File: config.mk
export PLATFORM = sky130hd
export DESIGN_NAME = freemode_looper_flat
export DESIGN_NICKNAME = d
export VERILOG_FILES = /design/src/rtl/freemode_pkg.sv /design/src/rtl/freemode_looper_if.sv /design/src/rtl/loop_buffer.sv /design/src/rtl/freemode_looper.sv /design/src/flat_wrapper.sv
export SDC_FILE = /design/constraint.sdc
export NUM_CORES = 1
export LEC_CHECK = 0
export ABC_AREA = 1
export CORE_ASPECT_RATIO = 1.5
export CORE_UTILIZATION = 25
export DETAILED_ROUTE_END_ITERATION = 12
export GPL_TIMING_DRIVEN = 1
export PLACE_DENSITY = 0.5
export SYNTH_ARGS = -nofsm -noshare
export SYNTH_HDL_FRONTEND = slang
export SYNTH_SLANG_ARGS = --single-unit
File: constraint.sdc
create_clock -name clk -period 7.4 [get_ports clk]
set_input_delay 1.11 -clock clk [delete_from_list [all_inputs] [get_ports clk]]
set_output_delay 1.11 -clock clk [all_outputs]
set_load 0.01 [all_outputs]
File: src/rtl/freemode_pkg.sv
// Shared types for the free-play looper: mode encoding, default geometry and
// the event record stored in the loop buffer.
package freemode_pkg;

  typedef enum logic [1:0] {
    MODE_IDLE = 2'd0,
    MODE_REC  = 2'd1,
    MODE_PLAY = 2'd2
  } mode_e;

  localparam int unsigned NUM_KEYS_DEF = 7;
  localparam int unsigned OCT_BITS_DEF = 3;
  localparam int unsigned DUR_BITS_DEF = 8;
  localparam int unsigned NOTE_W_DEF   = $clog2(NUM_KEYS_DEF + 1);

  typedef logic [NOTE_W_DEF-1:0]   note_t;
  typedef logic [OCT_BITS_DEF-1:0] octave_t;

  typedef struct packed {
    octave_t                 octave;
    note_t                   note;
    logic [DUR_BITS_DEF-1:0] duration;
  } event_t;

endpackage

File: src/rtl/freemode_looper_if.sv
// Key/button inputs and sound/light outputs of the free-play looper.
interface freemode_looper_if
  import freemode_pkg::*;
#(
  parameter int unsigned NUM_KEYS = NUM_KEYS_DEF,
  parameter int unsigned OCT_BITS = OCT_BITS_DEF,
  parameter int unsigned DEPTH    = 32
);
  localparam int unsigned NOTE_W = $clog2(NUM_KEYS + 1);
  localparam int unsigned CNT_W  = $clog2(DEPTH + 1);

  logic                en;
  logic [NUM_KEYS-1:0] note_key;
  logic                oct_up;
  logic                oct_down;
  logic                rec;
  logic                play;

  logic                note_on;
  logic [NOTE_W-1:0]   note;
  logic [OCT_BITS-1:0] octave;
  logic [NUM_KEYS-1:0] led;
  logic [1:0]          mode;
  logic                full;
  logic [CNT_W-1:0]    count;

  modport master (
    output en, note_key, oct_up, oct_down, rec, play,
    input  note_on, note, octave, led, mode, full, count
  );

  modport slave (
    input  en, note_key, oct_up, oct_down, rec, play,
    output note_on, note, octave, led, mode, full, count
  );

endinterface

File: src/rtl/loop_buffer.sv
// Single-clock event RAM with write pointer, wrapping read pointer and fill
// count; read data is registered from the next read pointer so it is ready early.
module loop_buffer #(
  parameter int unsigned DEPTH = 32,
  parameter int unsigned W     = 14
) (
  input  logic                       clk,
  input  logic                       rst,
  input  logic                       clr_i,
  input  logic                       wr_en_i,
  input  logic [W-1:0]               wr_data_i,
  input  logic                       rd_rst_i,
  input  logic                       rd_adv_i,
  output logic [W-1:0]               rd_data_o,
  output logic [$clog2(DEPTH+1)-1:0] count_o
);
  localparam int unsigned PTR_W = $clog2(DEPTH);
  localparam int unsigned CNT_W = $clog2(DEPTH + 1);

  logic [W-1:0]     mem [DEPTH];
  logic [PTR_W-1:0] wr_ptr_q, wr_ptr_d;
  logic [PTR_W-1:0] rd_ptr_q, rd_ptr_d;
  logic [CNT_W-1:0] count_q, count_d;
  logic [W-1:0]     rd_data_q, rd_data_d;
  logic             wr_ok_c;

  assign wr_ok_c = wr_en_i && (count_q != CNT_W'(DEPTH));

  always_comb begin
    wr_ptr_d  = wr_ptr_q;
    count_d   = count_q;
    rd_ptr_d  = rd_ptr_q;
    if (clr_i) begin
      wr_ptr_d = '0;
      count_d  = '0;
    end else if (wr_ok_c) begin
      wr_ptr_d = wr_ptr_q + PTR_W'(1);
      count_d  = count_q + CNT_W'(1);
    end
    if (rd_rst_i || clr_i) begin
      rd_ptr_d = '0;
    end else if (rd_adv_i) begin
      rd_ptr_d = ((CNT_W'(rd_ptr_q) + CNT_W'(1)) >= count_q) ? '0 : rd_ptr_q + PTR_W'(1);
    end
    // Bypass so an entry written this cycle is read back correctly next cycle
    rd_data_d = (wr_ok_c && (wr_ptr_q == rd_ptr_d)) ? wr_data_i : mem[rd_ptr_d];
  end

  always_ff @(posedge clk) begin
    if (wr_ok_c) mem[wr_ptr_q] <= wr_data_i;
  end

  always_ff @(posedge clk) begin
    if (rst) begin
      wr_ptr_q  <= '0;
      rd_ptr_q  <= '0;
      count_q   <= '0;
      rd_data_q <= '0;
    end else begin
      wr_ptr_q  <= wr_ptr_d;
      rd_ptr_q  <= rd_ptr_d;
      count_q   <= count_d;
      rd_data_q <= rd_data_d;
    end
  end

  assign rd_data_o = rd_data_q;
  assign count_o   = count_q;

endmodule

File: src/rtl/freemode_looper.sv
// Free-play note request with octave control and a loop recorder that stores
// played notes as timed events and replays them continuously.
module freemode_looper
  import freemode_pkg::*;
#(
  parameter int unsigned NUM_KEYS    = NUM_KEYS_DEF,
  parameter int unsigned OCT_BITS    = OCT_BITS_DEF,
  parameter int unsigned OCT_MAX     = 6,
  parameter int unsigned OCT_DEF     = 3,
  parameter int unsigned DEPTH       = 32,
  parameter int unsigned DUR_BITS    = DUR_BITS_DEF,
  parameter int unsigned TICK_CYCLES = 1_000_000
) (
  input  logic             clk,
  input  logic             rst,
  freemode_looper_if.slave bus
);
  localparam int unsigned NOTE_W = $clog2(NUM_KEYS + 1);
  localparam int unsigned CNT_W  = $clog2(DEPTH + 1);
  localparam int unsigned TICK_W = (TICK_CYCLES > 1) ? $clog2(TICK_CYCLES) : 1;
  localparam int unsigned EVT_W  = OCT_BITS + NOTE_W + DUR_BITS;

  typedef struct packed {
    logic [OCT_BITS-1:0] octave;
    logic [NOTE_W-1:0]   note;
    logic [DUR_BITS-1:0] duration;
  } loop_evt_t;

  mode_e               mode_q, mode_d;
  logic [OCT_BITS-1:0] oct_q, oct_d;
  logic [OCT_BITS-1:0] oct_out_q, oct_out_d;
  logic [NOTE_W-1:0]   note_q, note_d;
  logic                note_on_q, note_on_d;
  logic [NUM_KEYS-1:0] led_q, led_d;
  logic                full_q, full_d;
  loop_evt_t           evt_q, evt_d;
  logic [DUR_BITS-1:0] rem_q, rem_d;
  logic [TICK_W-1:0]   tick_cnt_q, tick_cnt_d;
  logic [3:0]          btn_q;

  logic                up_e_c, dn_e_c, rec_e_c, play_e_c, tick_c;
  logic [NOTE_W-1:0]   key_note_c;
  logic [OCT_BITS-1:0] oct_step_c;
  logic                wr_en_c, clr_c, rd_rst_c, rd_adv_c;
  loop_evt_t           wr_data_c, rd_evt;
  logic [CNT_W-1:0]    count;

  assign up_e_c   = bus.oct_up   && !btn_q[3];
  assign dn_e_c   = bus.oct_down && !btn_q[2];
  assign rec_e_c  = bus.rec      && !btn_q[1];
  assign play_e_c = bus.play     && !btn_q[0];
  assign tick_c   = (mode_q != MODE_IDLE) && (tick_cnt_q == TICK_W'(TICK_CYCLES - 1));

  // Lowest pressed key wins
  always_comb begin
    key_note_c = '0;
    for (int i = int'(NUM_KEYS) - 1; i >= 0; i--) begin
      if (bus.note_key[i]) key_note_c = NOTE_W'(i + 1);
    end
  end

  always_comb begin
    oct_step_c = oct_q;
    if (up_e_c && !dn_e_c && (oct_q != OCT_BITS'(OCT_MAX))) begin
      oct_step_c = oct_q + OCT_BITS'(1);
    end else if (dn_e_c && !up_e_c && (oct_q != '0)) begin
      oct_step_c = oct_q - OCT_BITS'(1);
    end
  end

  always_comb begin
    mode_d    = mode_q;
    oct_d     = oct_q;
    oct_out_d = oct_q;
    note_d    = '0;
    full_d    = full_q;
    evt_d     = evt_q;
    rem_d     = rem_q;
    wr_en_c   = 1'b0;
    wr_data_c = evt_q;
    clr_c     = 1'b0;
    rd_rst_c  = 1'b0;
    rd_adv_c  = 1'b0;

    if (!bus.en) begin
      mode_d   = MODE_IDLE;
      rd_rst_c = 1'b1;
    end else begin
      unique case (mode_q)
        MODE_IDLE: begin
          oct_d     = oct_step_c;
          oct_out_d = oct_step_c;
          note_d    = key_note_c;
          rd_rst_c  = 1'b1;
          if (rec_e_c) begin
            mode_d = MODE_REC;
            full_d = 1'b0;
            clr_c  = 1'b1;
            evt_d  = '{octave: oct_step_c, note: key_note_c, duration: DUR_BITS'(1)};
          end else if (play_e_c && (count != '0)) begin
            // Entry 0 is already on the read port; point the buffer at entry 1
            mode_d    = MODE_PLAY;
            oct_out_d = rd_evt.octave;
            note_d    = rd_evt.note;
            rem_d     = rd_evt.duration;
            rd_rst_c  = 1'b0;
            rd_adv_c  = 1'b1;
          end
        end
        MODE_REC: begin
          oct_d     = oct_step_c;
          oct_out_d = oct_step_c;
          note_d    = key_note_c;
          rd_rst_c  = 1'b1;
          if (rec_e_c) begin
            wr_en_c = 1'b1;
            mode_d  = MODE_IDLE;
          end else if ({oct_step_c, key_note_c} != {evt_q.octave, evt_q.note}) begin
            wr_en_c = 1'b1;
            evt_d   = '{octave: oct_step_c, note: key_note_c, duration: DUR_BITS'(1)};
          end else if (tick_c) begin
            if (evt_q.duration == '1) begin
              wr_en_c        = 1'b1;
              evt_d.duration = DUR_BITS'(1);
            end else begin
              evt_d.duration = evt_q.duration + DUR_BITS'(1);
            end
          end
          if (wr_en_c && (count == CNT_W'(DEPTH - 1))) begin
            mode_d = MODE_IDLE;
            full_d = 1'b1;
          end
        end
        MODE_PLAY: begin
          oct_out_d = oct_out_q;
          note_d    = note_q;
          if (play_e_c) begin
            mode_d    = MODE_IDLE;
            rd_rst_c  = 1'b1;
            oct_out_d = oct_q;
            note_d    = key_note_c;
          end else if (tick_c) begin
            if (rem_q <= DUR_BITS'(1)) begin
              oct_out_d = rd_evt.octave;
              note_d    = rd_evt.note;
              rem_d     = rd_evt.duration;
              rd_adv_c  = 1'b1;
            end else begin
              rem_d = rem_q - DUR_BITS'(1);
            end
          end
        end
        default: mode_d = MODE_IDLE;
      endcase
    end

    note_on_d = (note_d != '0);
    for (int i = 0; i < int'(NUM_KEYS); i++) begin
      led_d[i] = (note_d == NOTE_W'(i + 1));
    end

    if ((mode_d != mode_q) || (mode_q == MODE_IDLE) || tick_c) begin
      tick_cnt_d = '0;
    end else begin
      tick_cnt_d = tick_cnt_q + TICK_W'(1);
    end
  end

  always_ff @(posedge clk) begin
    if (rst) begin
      mode_q     <= MODE_IDLE;
      oct_q      <= OCT_BITS'(OCT_DEF);
      oct_out_q  <= OCT_BITS'(OCT_DEF);
      note_q     <= '0;
      note_on_q  <= 1'b0;
      led_q      <= '0;
      full_q     <= 1'b0;
      evt_q      <= '0;
      rem_q      <= '0;
      tick_cnt_q <= '0;
      btn_q      <= '0;
    end else begin
      mode_q     <= mode_d;
      oct_q      <= oct_d;
      oct_out_q  <= oct_out_d;
      note_q     <= note_d;
      note_on_q  <= note_on_d;
      led_q      <= led_d;
      full_q     <= full_d;
      evt_q      <= evt_d;
      rem_q      <= rem_d;
      tick_cnt_q <= tick_cnt_d;
      btn_q      <= {bus.oct_up, bus.oct_down, bus.rec, bus.play};
    end
  end

  loop_buffer #(
    .DEPTH (DEPTH),
    .W     (EVT_W)
  ) u_loop_buffer (
    .clk       (clk),
    .rst       (rst),
    .clr_i     (clr_c),
    .wr_en_i   (wr_en_c),
    .wr_data_i (wr_data_c),
    .rd_rst_i  (rd_rst_c),
    .rd_adv_i  (rd_adv_c),
    .rd_data_o (rd_evt),
    .count_o   (count)
  );

  assign bus.note_on = note_on_q;
  assign bus.note    = note_q;
  assign bus.octave  = oct_out_q;
  assign bus.led     = led_q;
  assign bus.mode    = mode_q;
  assign bus.full    = full_q;
  assign bus.count   = count;

endmodule

File: src/flat_wrapper.sv
// flat-port wrapper written by rule: the top's interface ports become plain ports
module freemode_looper_flat import freemode_pkg::*;
#(
  parameter int unsigned NUM_KEYS    = NUM_KEYS_DEF,
  parameter int unsigned OCT_BITS    = OCT_BITS_DEF,
  parameter int unsigned OCT_MAX     = 6,
  parameter int unsigned OCT_DEF     = 3,
  parameter int unsigned DEPTH       = 32,
  parameter int unsigned DUR_BITS    = DUR_BITS_DEF,
  parameter int unsigned TICK_CYCLES = 1_000_000
)
  (clk, rst, bus_en, bus_note_key, bus_oct_up, bus_oct_down, bus_rec, bus_play, bus_note_on, bus_note, bus_octave, bus_led, bus_mode, bus_full, bus_count);
  freemode_looper_if #(.NUM_KEYS(NUM_KEYS), .OCT_BITS(OCT_BITS), .DEPTH(DEPTH)) bus_i ();
  input  logic clk;
  input  logic rst;
  input wire logic [$bits(bus_i.en)-1:0] bus_en;
  input wire logic [$bits(bus_i.note_key)-1:0] bus_note_key;
  input wire logic [$bits(bus_i.oct_up)-1:0] bus_oct_up;
  input wire logic [$bits(bus_i.oct_down)-1:0] bus_oct_down;
  input wire logic [$bits(bus_i.rec)-1:0] bus_rec;
  input wire logic [$bits(bus_i.play)-1:0] bus_play;
  output wire logic [$bits(bus_i.note_on)-1:0] bus_note_on;
  output wire logic [$bits(bus_i.note)-1:0] bus_note;
  output wire logic [$bits(bus_i.octave)-1:0] bus_octave;
  output wire logic [$bits(bus_i.led)-1:0] bus_led;
  output wire logic [$bits(bus_i.mode)-1:0] bus_mode;
  output wire logic [$bits(bus_i.full)-1:0] bus_full;
  output wire logic [$bits(bus_i.count)-1:0] bus_count;
  assign bus_i.en = bus_en;
  assign bus_i.note_key = bus_note_key;
  assign bus_i.oct_up = bus_oct_up;
  assign bus_i.oct_down = bus_oct_down;
  assign bus_i.rec = bus_rec;
  assign bus_i.play = bus_play;
  assign bus_note_on = bus_i.note_on;
  assign bus_note = bus_i.note;
  assign bus_octave = bus_i.octave;
  assign bus_led = bus_i.led;
  assign bus_mode = bus_i.mode;
  assign bus_full = bus_i.full;
  assign bus_count = bus_i.count;
  freemode_looper #(.NUM_KEYS(NUM_KEYS), .OCT_BITS(OCT_BITS), .OCT_MAX(OCT_MAX), .OCT_DEF(OCT_DEF), .DEPTH(DEPTH), .DUR_BITS(DUR_BITS), .TICK_CYCLES(TICK_CYCLES)) u_core (.clk(clk), .rst(rst), .bus(bus_i));
endmodule
==> results of run 1 <==
[sequential cells by signal, summed over array words and instances, names as in the netlist, 5 cells and up]
name	cells
u_core.rem_q	8
u_core.u_loop_buffer.count_o	6
u_core.u_loop_buffer.rd_data_o	14
u_core.bus.led	7
u_core.u_loop_buffer.wr_ptr_q	5
u_core.u_loop_buffer.mem	448
u_core.tick_cnt_q	20
u_core.evt_q	14
u_core.u_loop_buffer.rd_ptr_q	5
[worst max path at each step]
| stage | from | end | slack [ns] | depth (start not counted) |
|---|---|---|---|---|
| 4_1_cts | u_core.u_loop_buffer.rd_ptr_q[0]$_SDFF_PP0_ | u_core.u_loop_buffer.rd_data_o[2]$_SDFF_PP0_ | 2.33 | 21 |
| 3_3_place_gp | bus_play | u_core.u_loop_buffer.rd_data_o[2]$_SDFF_PP0_ | 1.89 | 18 |
| 3_5_place_dp | bus_play | u_core.u_loop_buffer.rd_data_o[2]$_SDFF_PP0_ | 1.88 | 18 |
| 6_report | u_core.u_loop_buffer.rd_ptr_q[0]$_SDFF_PP0_ | u_core.u_loop_buffer.rd_data_o[2]$_SDFF_PP0_ | 2.28 | 21 |
| 2_1_floorplan | bus_oct_down | u_core.u_loop_buffer.mem[31][0]$_DFFE_PP_ | 3.61 | 14 |
| 5_1_grt | u_core.u_loop_buffer.rd_ptr_q[0]$_SDFF_PP0_ | u_core.u_loop_buffer.rd_data_o[2]$_SDFF_PP0_ | 1.93 | 21 |
[power by group]
part / switching (µW) / total (µW) / internal, µW
combinational: 156 / 212 / 55.5
sequential: 12.3 / 3340 / 3320
clock: 1200 / 2670 / 1480
total: 1370 / 6220 / 4860
[metal layers]
| metal | vias to the layer above | track usage [%] | wire [µm] |
|---|---|---|---|
| met5 | - | 0 | 0 |
| met4 | 0 | 6.34 | 3020 |
| met3 | 132 | 1.56 | 3070 |
| met2 | 438 | 25.8 | 37800 |
| met1 | 8926 | 16.9 | 29400 |
| li1 | 8881 | - | - |
[per-stage QoR]
stage	util, %	setup WS, ns	power, µW	cell area, µm²	hold slack, ns
after floorplan	-	3.61	3520	25300	0.418
after global placement	27.1	1.89	3620	27100	0.436
after detailed placement	27.1	1.88	3610	27100	0.449
after CTS	28.7	2.33	6280	28800	0.463
after global routing	28.7	1.93	6400	28800	0.484
final	28.7	2.28	6220	28800	0.455
[logic make-up (layout without fill, tap and decap cells)]
logic type,after synthesis,in the layout,share of synthesized area (%)
compound gates,156,156,3.37
buf+inv,698,737,11.0
simple gates,1223,1223,22.7
xor+xnor,31,31,1.07
fa+ha+maj,21,21,1.04
flops,544,544,60.9
[final cells by class]
type                       count  area [µm²]
inverter                     549        2060
multi-input combinational   1431        7190
tap                         1296        1620
sequential                   544       15400
fill                       10472       71300
clock inverter                26         223
timing repair buffer          93         838
clock buffer                  69        1450
[worst reg2reg max path, stage by stage (launching register included)]
cell and delay (ns):
sky130_fd_sc_hd__dfxtp_1 0.41, sky130_fd_sc_hd__ha_1 0.21, sky130_fd_sc_hd__nand3_1 0.10, sky130_fd_sc_hd__xor2_1 0.14, sky130_fd_sc_hd__inv_1 0.09, sky130_fd_sc_hd__ha_1 0.29, sky130_fd_sc_hd__nand2_1 0.07, sky130_fd_sc_hd__nor2_1 0.10
sky130_fd_sc_hd__o21ai_0 0.17, sky130_fd_sc_hd__nand4_1 0.21, sky130_fd_sc_hd__nand3_4 0.66, sky130_fd_sc_hd__nand3_4 0.84, sky130_fd_sc_hd__buf_12 0.49, sky130_fd_sc_hd__nand2_1 0.25, sky130_fd_sc_hd__nand3_1 0.10, sky130_fd_sc_hd__nand3_1 0.12
sky130_fd_sc_hd__nand3_1 0.14, sky130_fd_sc_hd__nand2_1 0.17, sky130_fd_sc_hd__nand2_1 0.22, sky130_fd_sc_hd__nand3_1 0.12, sky130_fd_sc_hd__nand2_1 0.09, sky130_fd_sc_hd__inv_1 0.04
[cell usage in the layout, fill, tap and decap left out, types with 9 or more instances in the layout]
cell type,instances
sky130_fd_sc_hd__a21oi_1,33
sky130_fd_sc_hd__a31oi_1,9
sky130_fd_sc_hd__buf_4,53
sky130_fd_sc_hd__clkbuf_1,9
sky130_fd_sc_hd__clkbuf_16,52
sky130_fd_sc_hd__clkdlybuf4s50_1,36
sky130_fd_sc_hd__clkinv_1,11
sky130_fd_sc_hd__clkinv_2,9
sky130_fd_sc_hd__dfxtp_1,96
sky130_fd_sc_hd__edfxtp_1,448
sky130_fd_sc_hd__ha_1,21
sky130_fd_sc_hd__inv_1,535
sky130_fd_sc_hd__inv_2,10
sky130_fd_sc_hd__nand2_1,432
sky130_fd_sc_hd__nand3_1,421
sky130_fd_sc_hd__nand4_1,200
sky130_fd_sc_hd__nor2_1,120
sky130_fd_sc_hd__nor2_2,15
sky130_fd_sc_hd__nor3_1,12
sky130_fd_sc_hd__o21ai_0,71
sky130_fd_sc_hd__o21ai_1,22
sky130_fd_sc_hd__xnor2_1,9
sky130_fd_sc_hd__xor2_1,22
==> reports/qor_table.md, run 1 <==
| Metric | Value |
| --- | --- |
| Endpoint of the worst register-to-register path | u_core.u_loop_buffer.rd_data_o[2]$_SDFF_PP0_ |
| Number of antenna violations at the first check in global routing | 1 |
| Total grt overflow | 0 |
| Total clock buffers created by CTS | 51 |
| Final count of pins violating max slew | 0 |
| Number of instances resized during post-cts repair | 0 |
| Worst hold start | u_core.tick_cnt_q[0]$_SDFF_PP0_ |
| Clock transition at the register clock pins on the worst setup and hold paths after CTS | 0.06 ns |
| Number of distinct library cell variants in the gate-level netlist after synthesis | 42 |
| Die Wd | 262 µm |
| Fraction of final layout cells sized beyond drive strength 1 | 6.75% |
| Slew at the pin closest to its max-slew limit | 1.17 ns |
| Crit-path max cell delay | 0.83 ns |
| Effective utilization at floorplan | 25.3% |
| Number of I/O pins | 37 |
| Std-Cell Core Area | 0.100 mm² |
| TritonCTS clock tree | done |
| Nets@finish | 2705 |
| Type of the worst setup path | reg2reg |
| Maximum ir drop on the vdd rail | 0.000201 V |
| Number of flops mapped to enable cells by yosys | 448 |
| Top cell types by occurrence after synthesis | 535 x sky130_fd_sc_hd__inv_1, 448 x sky130_fd_sc_hd__edfxtp_1, 433 x sky130_fd_sc_hd__nand2_1, 422 x sky130_fd_sc_hd__nand3_1, 200 x sky130_fd_sc_hd__nand4_1 |
| Synth Net Count | 2708 |
| Hold Path Stages | 1 |
| Chain of cells forming the critical path | ha_1, nand3_1, xor2_1, inv_1, ha_1, nand2_1, nor2_1, o21ai_0, nand4_1, nand3_4, nand3_4, buf_12, nand2_1, nand3_1, nand3_1, nand3_1, nand2_1, nand2_1, nand3_1, nand2_1, inv_1 |
| Warnings, synthesis | 0 |
| Final HPWL from detailed placement | 41900 µm |
| Count of final setup violators | 0 |
| Initial DRC Count | 1521 |
| Kind of start point of the critical path | flip-flop |
| Kind of cell with the highest combined delay on the critical path | simple AND/OR/NAND/NOR gates |
| Clock tree root driver cell | sky130_fd_sc_hd__clkbuf_16 |
| Total wire length after detailed routing | 73200 µm |
| Leading post-synthesis cells by cell area | sky130_fd_sc_hd__edfxtp_1 53%, sky130_fd_sc_hd__nand3_1 8.4%, sky130_fd_sc_hd__inv_1 7.9% |
| Number of vias in the routed layout | 18377 |
| Post-synthesis sequential area ratio | 60.9% |
| Part of the cycle the worst path needs | 69.2% |
| Number of global-route vias before repair | 17842 |
| CTS hold repair buffers | 0 |
| Number of failing hold endpoints at the final stage | 0 |
| Worst-case register-to-register setup slack | 2.28 ns |
| Cell type with the largest total area after synthesis | sky130_fd_sc_hd__edfxtp_1 |
| Number of routed nets with antenna violations | 0 |
| Number of buffer cells added on primary ports | 36 |
| Antenna Diode Count | 0 |
| Bufs and invs on worst path | 3 |
| Path depth of the worst reg2reg path | 21 |
| Outcome | completed |
| Mean number of vias per cell | 4.59 |
| Maximum number of pins on one net before global-route repair | 133 |
| Setup total negative slack | 0 ns |
| Post-synth top flop | sky130_fd_sc_hd__edfxtp_1 |
| Rows | 142 |
| Hold endpoint | u_core.tick_cnt_q[0]$_SDFF_PP0_ |
| Fraction of registers with async set or reset after synthesis | 0% |
| Cell Count Post-Placement | 3913 |
| Global-route wire length before repair | 111000 µm |
| Vert. Die Dim | 391 µm |
| Global-route usage over all layers | 14.3% |
| Static Leak | 0.0119 µW |
| Largest driver fanout on the critical path | 126 |
| Final Skew | 0.0334 ns |
| Maximum clock insertion buffer count | 3 |
| Time the worst path needs with I/O delays and setup | 5.12 ns |
| Power Dens Cells | 216 mW/mm² |
| Post-synthesis cell count | 2673 |
| Skew-Pair Late Insertion Delay | 0.61 ns |
| Deepest level of the CTS H-tree | 2 |
| Slowest cell on the critical path | sky130_fd_sc_hd__nand3_4 |
| Area share of the largest cell type after synthesis | 53.3% |
| Global placement routability congestion | 0.793 |
| CP Data Arrival Time | 5.62 ns |
| Max cap viols | 0 |
| RSZ-0062 raised after global routing | false |
| Post-CTS setup buffers | 0 |
| Growth of design area from synthesis to finish | 13.8% |
| CTS sink cnt | 544 |
| Final cell count without fillers | 4008 |
| Relative slew margins | 21.7% |
| Synth Area per Inst | 9.45 µm² |
| Flip-flop and latch count after synthesis | 544 |
| Worst Setup End Kind | flip-flop |
| Netlist area before placement | 0.0253 mm² |
| Leading cell type by number of instances after synthesis | sky130_fd_sc_hd__inv_1 |
| Startpoint of the lowest-slack register-to-register path | u_core.u_loop_buffer.rd_ptr_q[0]$_SDFF_PP0_ |
| Wire per inst | 18.3 µm |
| Die Outline Area | 0.102 mm² |
| Critical Path RT | 7.90 ns |
| Fmax | 195 MHz |
| Pre-Repair DR Iteration Count | 5 |
| Class of the worst hold path | reg2reg |
| Count of unresolved DRC violations after routing | 0 |
No activity file was read; power rests on OpenSTA's default activity.
==> run 2, diff against run 1 <==
PLACE_DENSITY = 0.51   (was 0.5)
clock period = 4.3 ns   (was 7.4 ns; I/O delays follow)
==> reports/qor_table.md, run 2 (synthesis results as in run 1) <==
| Metric | Value | vs previous |
| --- | --- | --- |
| CP Data Arrival Time | 4.12 ns | -1.50 ns |
| Cell-internal power | 8220 µW | +69% |
| Effective utilization at floorplan | 25.3% | unchanged |
| Nets@finish | 2734 | +1.1% |
| Time the worst path needs with I/O delays and setup | 3.61 ns | -1.51 ns |
| Die Outline Area | 0.102 mm² | unchanged |
| Maximum ir drop on the vdd rail | 0.000286 V | +42% |
| Highest-count cells in the layout ignoring fill and taps | 536 x sky130_fd_sc_hd__inv_1, 448 x sky130_fd_sc_hd__edfxtp_1, 432 x sky130_fd_sc_hd__nand2_1, 421 x sky130_fd_sc_hd__nand3_1, 200 x sky130_fd_sc_hd__nand4_1 |  |
| RSZ-0062 raised after global routing | false |  |
| Vert. Die Dim | 391 µm | unchanged |
| Minimum hold slack | 0.452 ns | -0.00224 ns |
| Critical Path RT | 4.82 ns | -3.08 ns |
| Part of the cycle the worst path needs | 83.9% | +15 points |
| Number of vias in the routed layout | 18417 | +0.22% |
| Combinational Power Share | 3.6% | +0.2 points |
| Kind of start point of the critical path | flip-flop |  |
| Path depth of the worst reg2reg path | 21 | unchanged |
| Rows | 142 | unchanged |
| Mean number of vias per cell | 4.56 | -0.50% |
| Number of failing hold endpoints at the final stage | 0 | unchanged |
| Proportion of power drawn by flip-flops and latches | 54.5% | +0.9 points |
| Deepest level of the CTS H-tree | 2 | unchanged |
| Largest driver fanout on the critical path | 40 | -68% |
| Class of the worst hold path | reg2reg |  |
| Total wire length after detailed routing | 72100 µm | -1.6% |
| Type of the worst setup path | reg2reg |  |
| Clock transition at the register clock pins on the worst setup and hold paths after CTS | 0.07 ns | about the same |
| Net switching power | 2320 µW | +70% |
| Largest regs | u_core.u_loop_buffer.mem (448), u_core.tick_cnt_q (20) |  |
| TritonCTS clock tree | done |  |
| Static Leak | 0.0120 µW | +0.84% |
| Final HPWL from detailed placement | 42600 µm | +1.5% |
| Skew-Pair Late Insertion Delay | 0.61 ns | about the same |
| Relative slew margins | 48.8% | +27 points |
| Hold Path Stages | 1 | unchanged |
| Maximum clock insertion buffer count | 3 | unchanged |
| Hold endpoint | u_core.tick_cnt_q[0]$_SDFF_PP0_ |  |
| Number of instances resized during post-cts repair | 0 | unchanged |
| Max reg flops | 448 | unchanged |
| Final Skew | 0.0336 ns | +0.000256 ns |
| Number of buffer cells added on primary ports | 36 | unchanged |
| Total clock buffers created by CTS | 51 | unchanged |
| Pre-Repair DR Iteration Count | 5 | unchanged |
| Number of antenna violations at the first check in global routing | 1 | unchanged |
| Startpoint of the lowest-slack register-to-register path | u_core.u_loop_buffer.rd_ptr_q[0]$_SDFF_PP0_ |  |
| Clock power frac | 42.0% | -1.0 points |
| Final count of pins violating max slew | 0 | unchanged |
| Global-route wire length before repair | 111000 µm | +0.21% |
| Most common cell after layout, fill and taps aside | sky130_fd_sc_hd__inv_1 |  |
| Fraction of final layout cells sized beyond drive strength 1 | 7.11% | +0.37 points |
| Global placement routability congestion | 0.792 | about the same |
| Count of final setup violators | 0 | unchanged |
| Count of unresolved DRC violations after routing | 0 | unchanged |
| Register ranked first by flip-flop count | u_core.u_loop_buffer.mem |  |
| Maximum number of pins on one net before global-route repair | 103 | -23% |
| Number of global-route vias before repair | 18258 | +2.3% |
| Power Dens Cells | 363 mW/mm² | +68% |
| Slew at the pin closest to its max-slew limit | 0.766 ns | -0.408 ns |
| Switching Fraction | 22.0% | +0.092 points |
| Global-route usage over all layers | 14.2% | -0.16 points |
| CTS sink cnt | 544 | unchanged |
| Total grt overflow | 0 | unchanged |
| Post-CTS setup buffers | 0 | unchanged |
| Clock tree root driver cell | sky130_fd_sc_hd__clkbuf_16 |  |
| Number of I/O pins | 37 | unchanged |
| Std-Cell Core Area | 0.100 mm² | unchanged |
| Antenna Diode Count | 0 | unchanged |
| Initial DRC Count | 1249 | -18% |
| Max cap viols | 0 | unchanged |
| Growth of design area from synthesis to finish | 14.9% |  |
| Worst Setup End Kind | flip-flop |  |
| Worst-case register-to-register setup slack | 0.69 ns | -1.59 ns |
| CTS hold repair buffers | 0 | unchanged |
| Die Wd | 262 µm | unchanged |
| Outcome | completed |  |
| Wire per inst | 17.8 µm | -2.3% |
| Setup total negative slack | 0 ns | unchanged |
| Number of routed nets with antenna violations | 0 | unchanged |
| Worst hold start | u_core.tick_cnt_q[0]$_SDFF_PP0_ |  |
| Fmax | 277 MHz | +42% |
| Endpoint of the worst register-to-register path | u_core.u_loop_buffer.rd_data_o[7]$_SDFF_PP0_ |  |
-- run 2: changes by cell type in the layout (fill, tap and decap cells not counted), sizes merged --
cell      before  now
bufinv         3    2
buf           57   86
inv          547  552
clkinv        23   17
clkbuf        69   73
clkinvlp       2    0
-- run 2: how the worst max path moves through the flow --
stage                                                           start                                       endpoint  cells after the start
after floorplan                          u_core.evt_q[0]$_SDFFE_PP0P_      u_core.u_loop_buffer.mem[31][0]$_DFFE_PP_                     13
after global placement                                   bus_oct_down      u_core.u_loop_buffer.mem[25][7]$_DFFE_PP_                     16
after detailed placement                                 bus_oct_down     u_core.u_loop_buffer.mem[12][12]$_DFFE_PP_                     16
after CTS                 u_core.u_loop_buffer.rd_ptr_q[0]$_SDFF_PP0_  u_core.u_loop_buffer.rd_data_o[13]$_SDFF_PP0_                     20
after global routing      u_core.u_loop_buffer.rd_ptr_q[0]$_SDFF_PP0_  u_core.u_loop_buffer.rd_data_o[13]$_SDFF_PP0_                     21
final                     u_core.u_loop_buffer.rd_ptr_q[0]$_SDFF_PP0_   u_core.u_loop_buffer.rd_data_o[7]$_SDFF_PP0_                     21
-- run 2: final cells by class --
type	instances	area, µm²
Clock buffer	73	1400
Clock inverter	22	180
Fill cell	10438	71000
Inverter	549	2060
Multi-Input combinational cell	1431	7150
Sequential cell	544	15400
Tap cell	1296	1620
Timing Repair Buffer	122	1240
-- run 2: metal layers --
layer,track usage [%],vias to the layer above,wire [µm]
met5,0,-,0
met3,1.26,126,2570
li1,-,8949,-
met2,25.5,430,37000
met1,17.1,8912,29700
met4,5.86,0,2780
-- run 2: power by group through the flow --
| stage | Clock [µW] | Combinational [µW] | Sequential [µW] |
|---|---|---|---|
| final | 4420 | 377 | 5740 |
| after global routing | 4700 | 411 | 5740 |
| after CTS | 4540 | 382 | 5740 |
| after detailed placement | 0 | 381 | 5860 |
| after global placement | 0 | 379 | 5860 |
| after floorplan | 0 | 171 | 5890 |
-- run 2: worst max-delay path, cell delays in order, from the launching register on --
cell and delay (ns):
sky130_fd_sc_hd__dfxtp_1 0.40, sky130_fd_sc_hd__ha_1 0.20, sky130_fd_sc_hd__nand3_1 0.09, sky130_fd_sc_hd__xor2_1 0.14, sky130_fd_sc_hd__inv_1 0.09, sky130_fd_sc_hd__ha_1 0.29, sky130_fd_sc_hd__nand2_1 0.06, sky130_fd_sc_hd__nor2_1 0.09
sky130_fd_sc_hd__o21ai_0 0.14, sky130_fd_sc_hd__nand4_1 0.17, sky130_fd_sc_hd__nand3_4 0.14, sky130_fd_sc_hd__nand3_4 0.22, sky130_fd_sc_hd__buf_4 0.46, sky130_fd_sc_hd__nand2_1 0.10, sky130_fd_sc_hd__nand3_1 0.10, sky130_fd_sc_hd__nand3_1 0.14
sky130_fd_sc_hd__nand3_1 0.19, sky130_fd_sc_hd__nand2_1 0.16, sky130_fd_sc_hd__nand2_1 0.12, sky130_fd_sc_hd__nand3_1 0.09, sky130_fd_sc_hd__nand2_1 0.08, sky130_fd_sc_hd__inv_1 0.03
-- run 2: per-stage QoR --
stage / cells / worst slack (ns) / utilization [%] / area [µm²] / power [µW]
3_3_place_gp: 3942 / 0.368 / 27.4 / 27500 / 6240
4_1_cts: 4037 / 0.733 / 29.0 / 29000 / 10700
2_1_floorplan: 2673 / 0.664 / - / 25300 / 6060
5_1_grt: 4037 / 0.333 / 29.0 / 29000 / 10900
6_report: 4037 / 0.694 / 29.0 / 29000 / 10500
3_5_place_dp: 3942 / 0.363 / 27.4 / 27500 / 6240
